<file path="config.mk">
export PLATFORM = sky130hd
export DESIGN_NAME = branch_predictor
export DESIGN_NICKNAME = d
export VERILOG_FILES = /design/src/rtl/branch_predictor_pkg.sv /design/src/rtl/branch_predictor_sat_counter.sv /design/src/rtl/branch_predictor.sv
export SDC_FILE = /design/constraint.sdc
export NUM_CORES = 2
export LEC_CHECK = 0
export CAP_MARGIN = 20
export CORE_ASPECT_RATIO = 1.25
export CORE_MARGIN = 4
export CORE_UTILIZATION = 58
export DETAILED_ROUTE_END_ITERATION = 8
export DONT_BUFFER_PORTS = 1
export PLACE_DENSITY = 0.76
export SKIP_LAST_GASP = 1
export SLEW_MARGIN = 5
export SYNTH_ARGS = -nofsm -noshare
export SYNTH_HDL_FRONTEND = slang
export SYNTH_HIERARCHICAL = 1
export SYNTH_SLANG_ARGS = --single-unit
</file>
<file path="constraint.sdc">
create_clock -name clk_in -period 6.5 [get_ports clk_in]
set_input_delay 0.975 -clock clk_in [delete_from_list [all_inputs] [get_ports clk_in]]
set_output_delay 0.975 -clock clk_in [all_outputs]
set_load 0.03 [all_outputs]
</file>
<file path="src/rtl/branch_predictor_pkg.sv">
// Shared definitions for the branch predictor: funct3 codes, counter states
// and the branch-direction helpers used by the top level.
package branch_predictor_pkg;

    localparam logic [2:0] F3_BEQ  = 3'b000;
    localparam logic [2:0] F3_BNE  = 3'b001;
    localparam logic [2:0] F3_BLT  = 3'b100;
    localparam logic [2:0] F3_BGE  = 3'b101;
    localparam logic [2:0] F3_BLTU = 3'b110;
    localparam logic [2:0] F3_BGEU = 3'b111;

    typedef enum logic [1:0] {
        SNT = 2'b00,
        WNT = 2'b01,
        WT  = 2'b10,
        ST  = 2'b11
    } ctr_t;

    function automatic logic f3_legal(input logic [2:0] f3);
        return (f3 != 3'b010) && (f3 != 3'b011);
    endfunction

    function automatic logic resolve_taken(input logic [2:0] f3, input logic lt, input logic zero);
        logic taken;
        taken = 1'b0;
        case (f3)
            F3_BEQ:           taken = zero;
            F3_BNE:           taken = !zero;
            F3_BLT, F3_BLTU:  taken = lt;
            F3_BGE, F3_BGEU:  taken = !lt;
            default:          taken = 1'b0;
        endcase
        return taken;
    endfunction

endpackage

</file>
<file path="src/rtl/branch_predictor_sat_counter.sv">
// Combinational next-state function of a 2-bit saturating direction counter.
import branch_predictor_pkg::*;

module bp_sat_counter (
    input  ctr_t ctr,
    input  logic taken,
    output ctr_t ctr_next
);

    always_comb begin
        ctr_next = ctr;
        case (ctr)
            SNT:     ctr_next = taken ? WNT : SNT;
            WNT:     ctr_next = taken ? WT  : SNT;
            WT:      ctr_next = taken ? ST  : WNT;
            ST:      ctr_next = taken ? ST  : WT;
            default: ctr_next = WNT;
        endcase
    end

endmodule

</file>
<file path="src/rtl/branch_predictor.sv">
// Direct-mapped BTB with 2-bit counters: same-cycle fetch prediction, training
// from resolved branches and a registered flush/redirect on mispredict.
// Optional statistics counters are enabled with the BP_STATS_EN macro.
import branch_predictor_pkg::*;

module branch_predictor #(
    parameter int IDX_W = 6,
    parameter int TAG_W = 24
) (
    input  logic        clk_in,
    input  logic        rst_in,
    input  logic [31:0] fetch_pc_in,
    output logic        pred_taken_out,
    output logic [31:0] pred_target_out,
    input  logic        upd_valid_in,
    input  logic [31:0] upd_pc_in,
    input  logic [2:0]  upd_funct3_in,
    input  logic        upd_lt_in,
    input  logic        upd_zero_in,
    input  logic [31:0] upd_target_in,
    input  logic        upd_pred_taken_in,
    input  logic [31:0] upd_pred_target_in,
    output logic        flush_out,
    output logic [31:0] redirect_pc_out
`ifdef BP_STATS_EN
    ,
    output logic [31:0] stat_branches_out,
    output logic [31:0] stat_mispred_out
`endif
);

    localparam int DEPTH = 1 << IDX_W;

    logic [DEPTH-1:0]  valid_q;
    ctr_t              ctr_q    [DEPTH];
    logic [TAG_W-1:0]  tag_q    [DEPTH];
    logic [31:0]       target_q [DEPTH];

    logic [IDX_W-1:0]  fetch_idx;
    logic [TAG_W-1:0]  fetch_tag;
    logic              fetch_hit;

    logic [IDX_W-1:0]  upd_idx;
    logic [TAG_W-1:0]  upd_tag;
    logic              upd_hit;
    logic              upd_legal;
    logic              actual_taken;
    logic              mispredict;
    ctr_t              ctr_next;

    logic              unused_pc_bits;

    assign unused_pc_bits = ^fetch_pc_in[1:0];

    assign fetch_idx = fetch_pc_in[IDX_W+1:2];
    assign fetch_tag = fetch_pc_in[IDX_W+1+TAG_W:IDX_W+2];
    assign fetch_hit = valid_q[fetch_idx] && (tag_q[fetch_idx] == fetch_tag);

    // Lookup reads the registered table only, so a same-index update is not bypassed.
    always_comb begin
        pred_taken_out  = 1'b0;
        pred_target_out = 32'd0;
        if (fetch_hit) begin
            pred_taken_out  = ctr_q[fetch_idx][1];
            pred_target_out = target_q[fetch_idx];
        end
    end

    assign upd_idx      = upd_pc_in[IDX_W+1:2];
    assign upd_tag      = upd_pc_in[IDX_W+1+TAG_W:IDX_W+2];
    assign upd_hit      = valid_q[upd_idx] && (tag_q[upd_idx] == upd_tag);
    assign upd_legal    = upd_valid_in && f3_legal(upd_funct3_in);
    assign actual_taken = resolve_taken(upd_funct3_in, upd_lt_in, upd_zero_in);
    assign mispredict   = (actual_taken != upd_pred_taken_in) ||
                          (actual_taken && (upd_pred_target_in != upd_target_in));

    bp_sat_counter u_sat_counter (
        .ctr      (ctr_q[upd_idx]),
        .taken    (actual_taken),
        .ctr_next (ctr_next)
    );

    always_ff @(posedge clk_in or posedge rst_in) begin
        if (rst_in) begin
            valid_q <= '0;
            for (int i = 0; i < DEPTH; i++) begin
                ctr_q[i] <= WNT;
            end
        end else if (upd_legal) begin
            if (upd_hit) begin
                ctr_q[upd_idx] <= ctr_next;
            end else if (actual_taken) begin
                valid_q[upd_idx] <= 1'b1;
                ctr_q[upd_idx]   <= WT;
            end
        end
    end

    // Tags and targets are qualified by valid_q, so they carry no reset.
    always_ff @(posedge clk_in) begin
        if (upd_legal && actual_taken) begin
            target_q[upd_idx] <= upd_target_in;
            if (!upd_hit) begin
                tag_q[upd_idx] <= upd_tag;
            end
        end
    end

    always_ff @(posedge clk_in or posedge rst_in) begin
        if (rst_in) begin
            flush_out       <= 1'b0;
            redirect_pc_out <= 32'd0;
        end else begin
            flush_out <= upd_legal && mispredict;
            if (upd_legal) begin
                redirect_pc_out <= actual_taken ? upd_target_in : (upd_pc_in + 32'd4);
            end
        end
    end

`ifdef BP_STATS_EN
    always_ff @(posedge clk_in or posedge rst_in) begin
        if (rst_in) begin
            stat_branches_out <= 32'd0;
            stat_mispred_out  <= 32'd0;
        end else if (upd_legal) begin
            stat_branches_out <= stat_branches_out + 32'd1;
            if (mispredict) begin
                stat_mispred_out <= stat_mispred_out + 32'd1;
            end
        end
    end
`endif

endmodule

</file>
==> impl_results.html <==
<table>
<tr><th>Metric</th><th>Value</th></tr>
<tr><th colspan="2">Outcome</th></tr>
<tr><td>Outcome</td><td>finished with violations</td></tr>
<tr><td>Violations in the final reports</td><td>slew limit</td></tr>
<tr><th colspan="2">Logic synthesis</th></tr>
<tr><td>Number of distinct library cells after synthesis</td><td>75</td></tr>
<tr><td>Post-synth EDFFs</td><td>roughly 3,600</td></tr>
<tr><td>Number of flip-flops and latches in the synthesized netlist</td><td>about 3,800</td></tr>
<tr><td>Syn Std Cell Area</td><td>0.163 mm^2</td></tr>
<tr><td>Dominant cell type by area after synthesis</td><td>edfxtp_1</td></tr>
<tr><td>Share of flip-flops with an asynchronous set or reset after synthesis</td><td>between 5 and 6%</td></tr>
<tr><td>Sequential element share of the synthesized area</td><td>a little over two thirds</td></tr>
<tr><td>Number of warnings reported in the yosys synthesis log</td><td>6</td></tr>
<tr><td>Mean area per synthesized cell</td><td>around 20 um^2</td></tr>
<tr><td>Most area-consuming cells after synthesis</td><td>edfxtp_1, mux4_2, dfrtp_1</td></tr>
<tr><td>Post-Synthesis Cells</td><td>about 8,000</td></tr>
<tr><td>Main synth FF type</td><td>edfxtp_1</td></tr>
<tr><td>Post-Syn Nets</td><td>slightly above 8,000</td></tr>
<tr><td>Synth top area share</td><td>~66%</td></tr>
<tr><th colspan="2">Min path</th></tr>
<tr><td>Class of the tightest hold or removal check</td><td>in -&gt; async</td></tr>
<tr><th colspan="2">Floorplan</th></tr>
<tr><td>DIE HEIGHT</td><td>around 600 um</td></tr>
<tr><td>Number of cell rows</td><td>217</td></tr>
<tr><td>Effective utilization at floorplan</td><td>58.3%</td></tr>
<tr><td>Overall die area</td><td>about 0.29 mm^2</td></tr>
<tr><td>Width of the chip</td><td>between 400 and 500 um</td></tr>
<tr><td>Core footprint</td><td>around 0.28 mm^2</td></tr>
<tr><td>Top-Level Pins</td><td>~200</td></tr>
<tr><th colspan="2">Detailed routing</th></tr>
<tr><td>Detailed-route vias per instance</td><td>just under 8</td></tr>
<tr><td>Number of optimization iterations in the first detailed-route pass</td><td>8</td></tr>
<tr><td>Detailed-route wire length</td><td>547,000 um</td></tr>
<tr><td>Number of DRC markers in iteration 0</td><td>18,100</td></tr>
<tr><td>Remaining number of nets flagged by the antenna check after routing</td><td>0</td></tr>
<tr><td>Amount of wire on met3 after detailed routing</td><td>74,600 um</td></tr>
<tr><td>WL per Instance</td><td>around 44 um</td></tr>
<tr><td>Detailed-routed wire length on met2</td><td>~260,000 um</td></tr>
<tr><td>Met1 layer wirelength in the final routing</td><td>~160,000 um</td></tr>
<tr><td>Via total after detailed routing</td><td>95,400</td></tr>
<tr><td>Residual DRC</td><td>0</td></tr>
<tr><td>Highest routed layer</td><td>met5</td></tr>
<tr><th colspan="2">Timing</th></tr>
<tr><td>Setup repair after global routing missed its margin</td><td>no</td></tr>
<tr><td>Final Setup Violations</td><td>0</td></tr>
<tr><td>Max Fclk</td><td>about 0.16 GHz</td></tr>
<tr><td>Pins Over Slew Limit</td><td>71</td></tr>
<tr><td>Relative slew slack</td><td>-12.6%</td></tr>
<tr><td>Hold Vio Cnt, Final</td><td>0</td></tr>
<tr><td>Minimum period implied by the final worst setup slack</td><td>6.45 ns</td></tr>
<tr><td>Slew at the pin closest to its max-slew limit</td><td>between 1.5 and 2 ns</td></tr>
<tr><td>Worst clock skew on the final layout</td><td>between 0.08 and 0.09 ns</td></tr>
<tr><td>Setup TNS</td><td>0 ns</td></tr>
<tr><td>Final worst-path cycle share</td><td>slightly below 100%</td></tr>
<tr><th colspan="2">Finish</th></tr>
<tr><td>Commonest non-fill, non-tap cell in the layout</td><td>edfxtp_1</td></tr>
<tr><td>Fraction of final layout cells with drive strength greater than 1</td><td>between 30% and 40%</td></tr>
<tr><td>Number of filler cells placed in the layout</td><td>~17,000</td></tr>
<tr><td>Highest-count cells in the layout ignoring fill and taps</td><td>edfxtp_1, mux4_2, clkbuf_16</td></tr>
<tr><td>Post-Layout Cell Count</td><td>between 10,000 and 15,000</td></tr>
<tr><td>Number of nets in the finished design</td><td>8,428</td></tr>
<tr><td>Area growth, synth to finish</td><td>13.1%</td></tr>
<tr><td>Design area</td><td>0.185 mm^2</td></tr>
<tr><th colspan="2">CTS</th></tr>
<tr><td>Number of buffers created by CTS</td><td>362</td></tr>
<tr><td>Number of buffers on the longest clock path</td><td>4</td></tr>
<tr><td>Htree depth</td><td>5</td></tr>
<tr><td>Total number of clock tree sinks</td><td>roughly 3,800</td></tr>
<tr><td>Skew-Pair Late Insertion Delay</td><td>approximately 0.94 ns</td></tr>
<tr><td>Clock tree from TritonCTS</td><td>built</td></tr>
<tr><td>Root Buffer</td><td>clkbuf_16</td></tr>
<tr><td>Number of post-CTS setup repair buffers</td><td>0</td></tr>
<tr><td>Clk slew on worst S/H paths</td><td>approximately 0.07 ns</td></tr>
<tr><th colspan="2">Place</th></tr>
<tr><td>HPWL after detailed placement</td><td>a little over 300,000 um</td></tr>
<tr><td>Post-Place Cells</td><td>between 10,000 and 15,000</td></tr>
<tr><td>IO buf count</td><td>0</td></tr>
<tr><td>Placer's final routability congestion estimate</td><td>about 0.95</td></tr>
<tr><td>Placement-stage cell area</td><td>about 0.17 mm^2</td></tr>
<tr><th colspan="2">Critical path</th></tr>
<tr><td>Worst-path maximum fanout</td><td>about 110</td></tr>
<tr><td>Crit path cell chain</td><td>buf_16 -&gt; mux4_2 -&gt; mux4_2 -&gt; a211oi_1 -&gt; a21oi_1 -&gt; xor2_1 -&gt; nor4_2 -&gt; buf_4 -&gt; nand4_1 -&gt; buf_12 -&gt; a211oi_1 -&gt; buf_4</td></tr>
<tr><td>Setup crit start kind</td><td>input pin</td></tr>
<tr><td>Required time reported for the critical path endpoint</td><td>5.52 ns</td></tr>
<tr><td>Slowest-stage cell, CP</td><td>mux4_2</td></tr>
<tr><td>Class of the most critical setup path</td><td>in -&gt; out</td></tr>
<tr><td>CP arrival</td><td>5.47 ns</td></tr>
<tr><td>Crit path largest cell delay</td><td>~0.61 ns</td></tr>
<tr><td>Critical Path End Type</td><td>output pin</td></tr>
<tr><th colspan="2">Power and ir drop</th></tr>
<tr><td>Net load switching power</td><td>roughly 11 mW</td></tr>
<tr><td>Cell leakage power</td><td>~59 nW</td></tr>
<tr><td>Part of the total power dissipated in sequential elements</td><td>around 52%</td></tr>
<tr><td>Power per unit of standard cell area</td><td>around 280 mW/mm^2</td></tr>
<tr><td>Worst ir drop on vdd</td><td>between 0.2 and 0.3 mV</td></tr>
<tr><td>Share of total power in the clock network</td><td>between 40% and 50%</td></tr>
<tr><td>Net switching share of the total power</td><td>a little over a fifth</td></tr>
<tr><td>Tot Pwr</td><td>52.2 mW</td></tr>
<tr><td>Int Pwr</td><td>between 40 and 50 mW</td></tr>
<tr><td>Logic pwr share</td><td>~6%</td></tr>
<tr><th colspan="2">GRT</th></tr>
<tr><td>Wire length of the first global-routing pass</td><td>751,000 um</td></tr>
<tr><td>Maximum number of pins on one net before global-route repair</td><td>roughly 470</td></tr>
<tr><td>Total Routing Usage GR</td><td>between 30% and 40%</td></tr>
<tr><td>Via count of the first global-routing pass</td><td>about 95,000</td></tr>
<tr><td>Antenna violations before repair</td><td>42</td></tr>
<tr><td>Overall overflow remaining after global route</td><td>0</td></tr>
<tr><th colspan="2">Job</th></tr>
<tr><td>Max cap viols</td><td>0</td></tr>
</table>
critical path: cells and delay by family:
| family | cells | cell delay [ns] |
|---|---|---|
| multiplexers | 2 | 1.15 |
| XOR/XNOR | 1 | 0.25 |
| buffers and inverters | 4 | 1.26 |
| AND/OR/NAND/NOR | 2 | 0.67 |
| AO/OA/AOI/OAI | 3 | 0.82 |
layer usage:
metal | GRT usage [%] | vias up
met4 | 26.3 | 20
met5 | 0 | -
met2 | 57.7 | 9092
met3 | 11.6 | 2365
met1 | 44.9 | 49000
li1 | - | 34900
final timing paths:
path | from | end | slack (ns) | cells after the start
max in group asynchronous | rst_in | valid_q[55] | 5.06 | 2
setup reg to reg | tag_q[26][18] | tag_q[63][16] | 1.26 | 12
hold / removal | rst_in | redirect_pc_out[30] | 0.06 | 1
hold reg to reg | valid_q[61] | valid_q[61] | 0.49 | 2
min in group clk_in | upd_target_in[27] | target_q[2][27] | 0.15 | 0
setup / recovery | fetch_pc_in[2] | pred_target_out[1] | 0.05 | 12
cells in the mapped netlist, drive strengths merged (42+ instances only):
cell / n
edfxtp: 3584
mux4: 1373
mux2i: 339
buf: 316
clkbuf: 313
mux2: 186
nor2: 173
nand2: 166
dfrtp: 161
o21ai: 137
a21oi: 114
o22ai: 102
a22oi: 84
nor4: 84
dfstp: 64
xnor2: 62
nor3: 61
a41o: 58
a31oi: 56
a221oi: 55
a22o: 50
nor2b: 49
nand3: 42
flip-flops by register name, summed over array words and instances, names as in the netlist:
signal / count
ctr_q: 128
flush_out: 1
redirect_pc_out: 32
tag_q: 1536
target_q: 2048
valid_q: 64
cells by family (layout without fill, tap and decap cells):
family	after synthesis	count (layout)	synth area share [%]
AO/OA/AOI/OAI	848	848	3.71
other	0	38	0
multiplexers	1898	1898	22.3
flip-flops	3809	3809	69.4
adder cells (fa/ha/maj)	3	3	0.0215
XOR/XNOR	102	102	0.547
AND/OR/NAND/NOR	736	736	2.32
buffers and inverters	644	1190	1.68
metrics by stage:
step                      setup slack (ns)  hold WS (ns)  util [%]
after floorplan                     -0.593         0.439         -
after global placement              -0.626         0.459      61.4
after detailed placement            -0.584         0.467      61.5
after CTS                           0.0299        0.0966      65.8
after global routing                0.0390         0.109      65.9
final                               0.0544        0.0559      65.9
area by class of cell:
cell class | count | area, um^2 | area share (%)
timing repair buffer | 515 | 6120 | 3.32
tap | 3723 | 4660 | 2.52
multi-input combinational | 3587 | 48400 | 26.2
antenna | 38 | 95.1 | 0.0515
inverter | 15 | 67.6 | 0.0366
clock inverter | 202 | 2120 | 1.15
clock buffer | 458 | 9800 | 5.31
sequential | 3809 | 113000 | 61.4
repair_timing:
item,4_1_cts,5_1_grt
gates cloned,7,3
hold buffers,0,0
resized for setup,2,6
endpoints found under the setup margin,33,32
power by group through the flow:
| stage | logic [mW] | registers (mW) | clock network (mW) |
|---|---|---|---|
| final | 3.18 | 27.2 | 21.8 |
| after global routing | 3.24 | 27.2 | 23.0 |
| after CTS | 2.99 | 27.2 | 21.8 |
| after detailed placement | 2.90 | 27.7 | 0 |
| after global placement | 2.86 | 27.7 | 0 |
| after floorplan | 2.18 | 27.7 | 0 |
No activity file was read; power rests on OpenSTA's default activity.
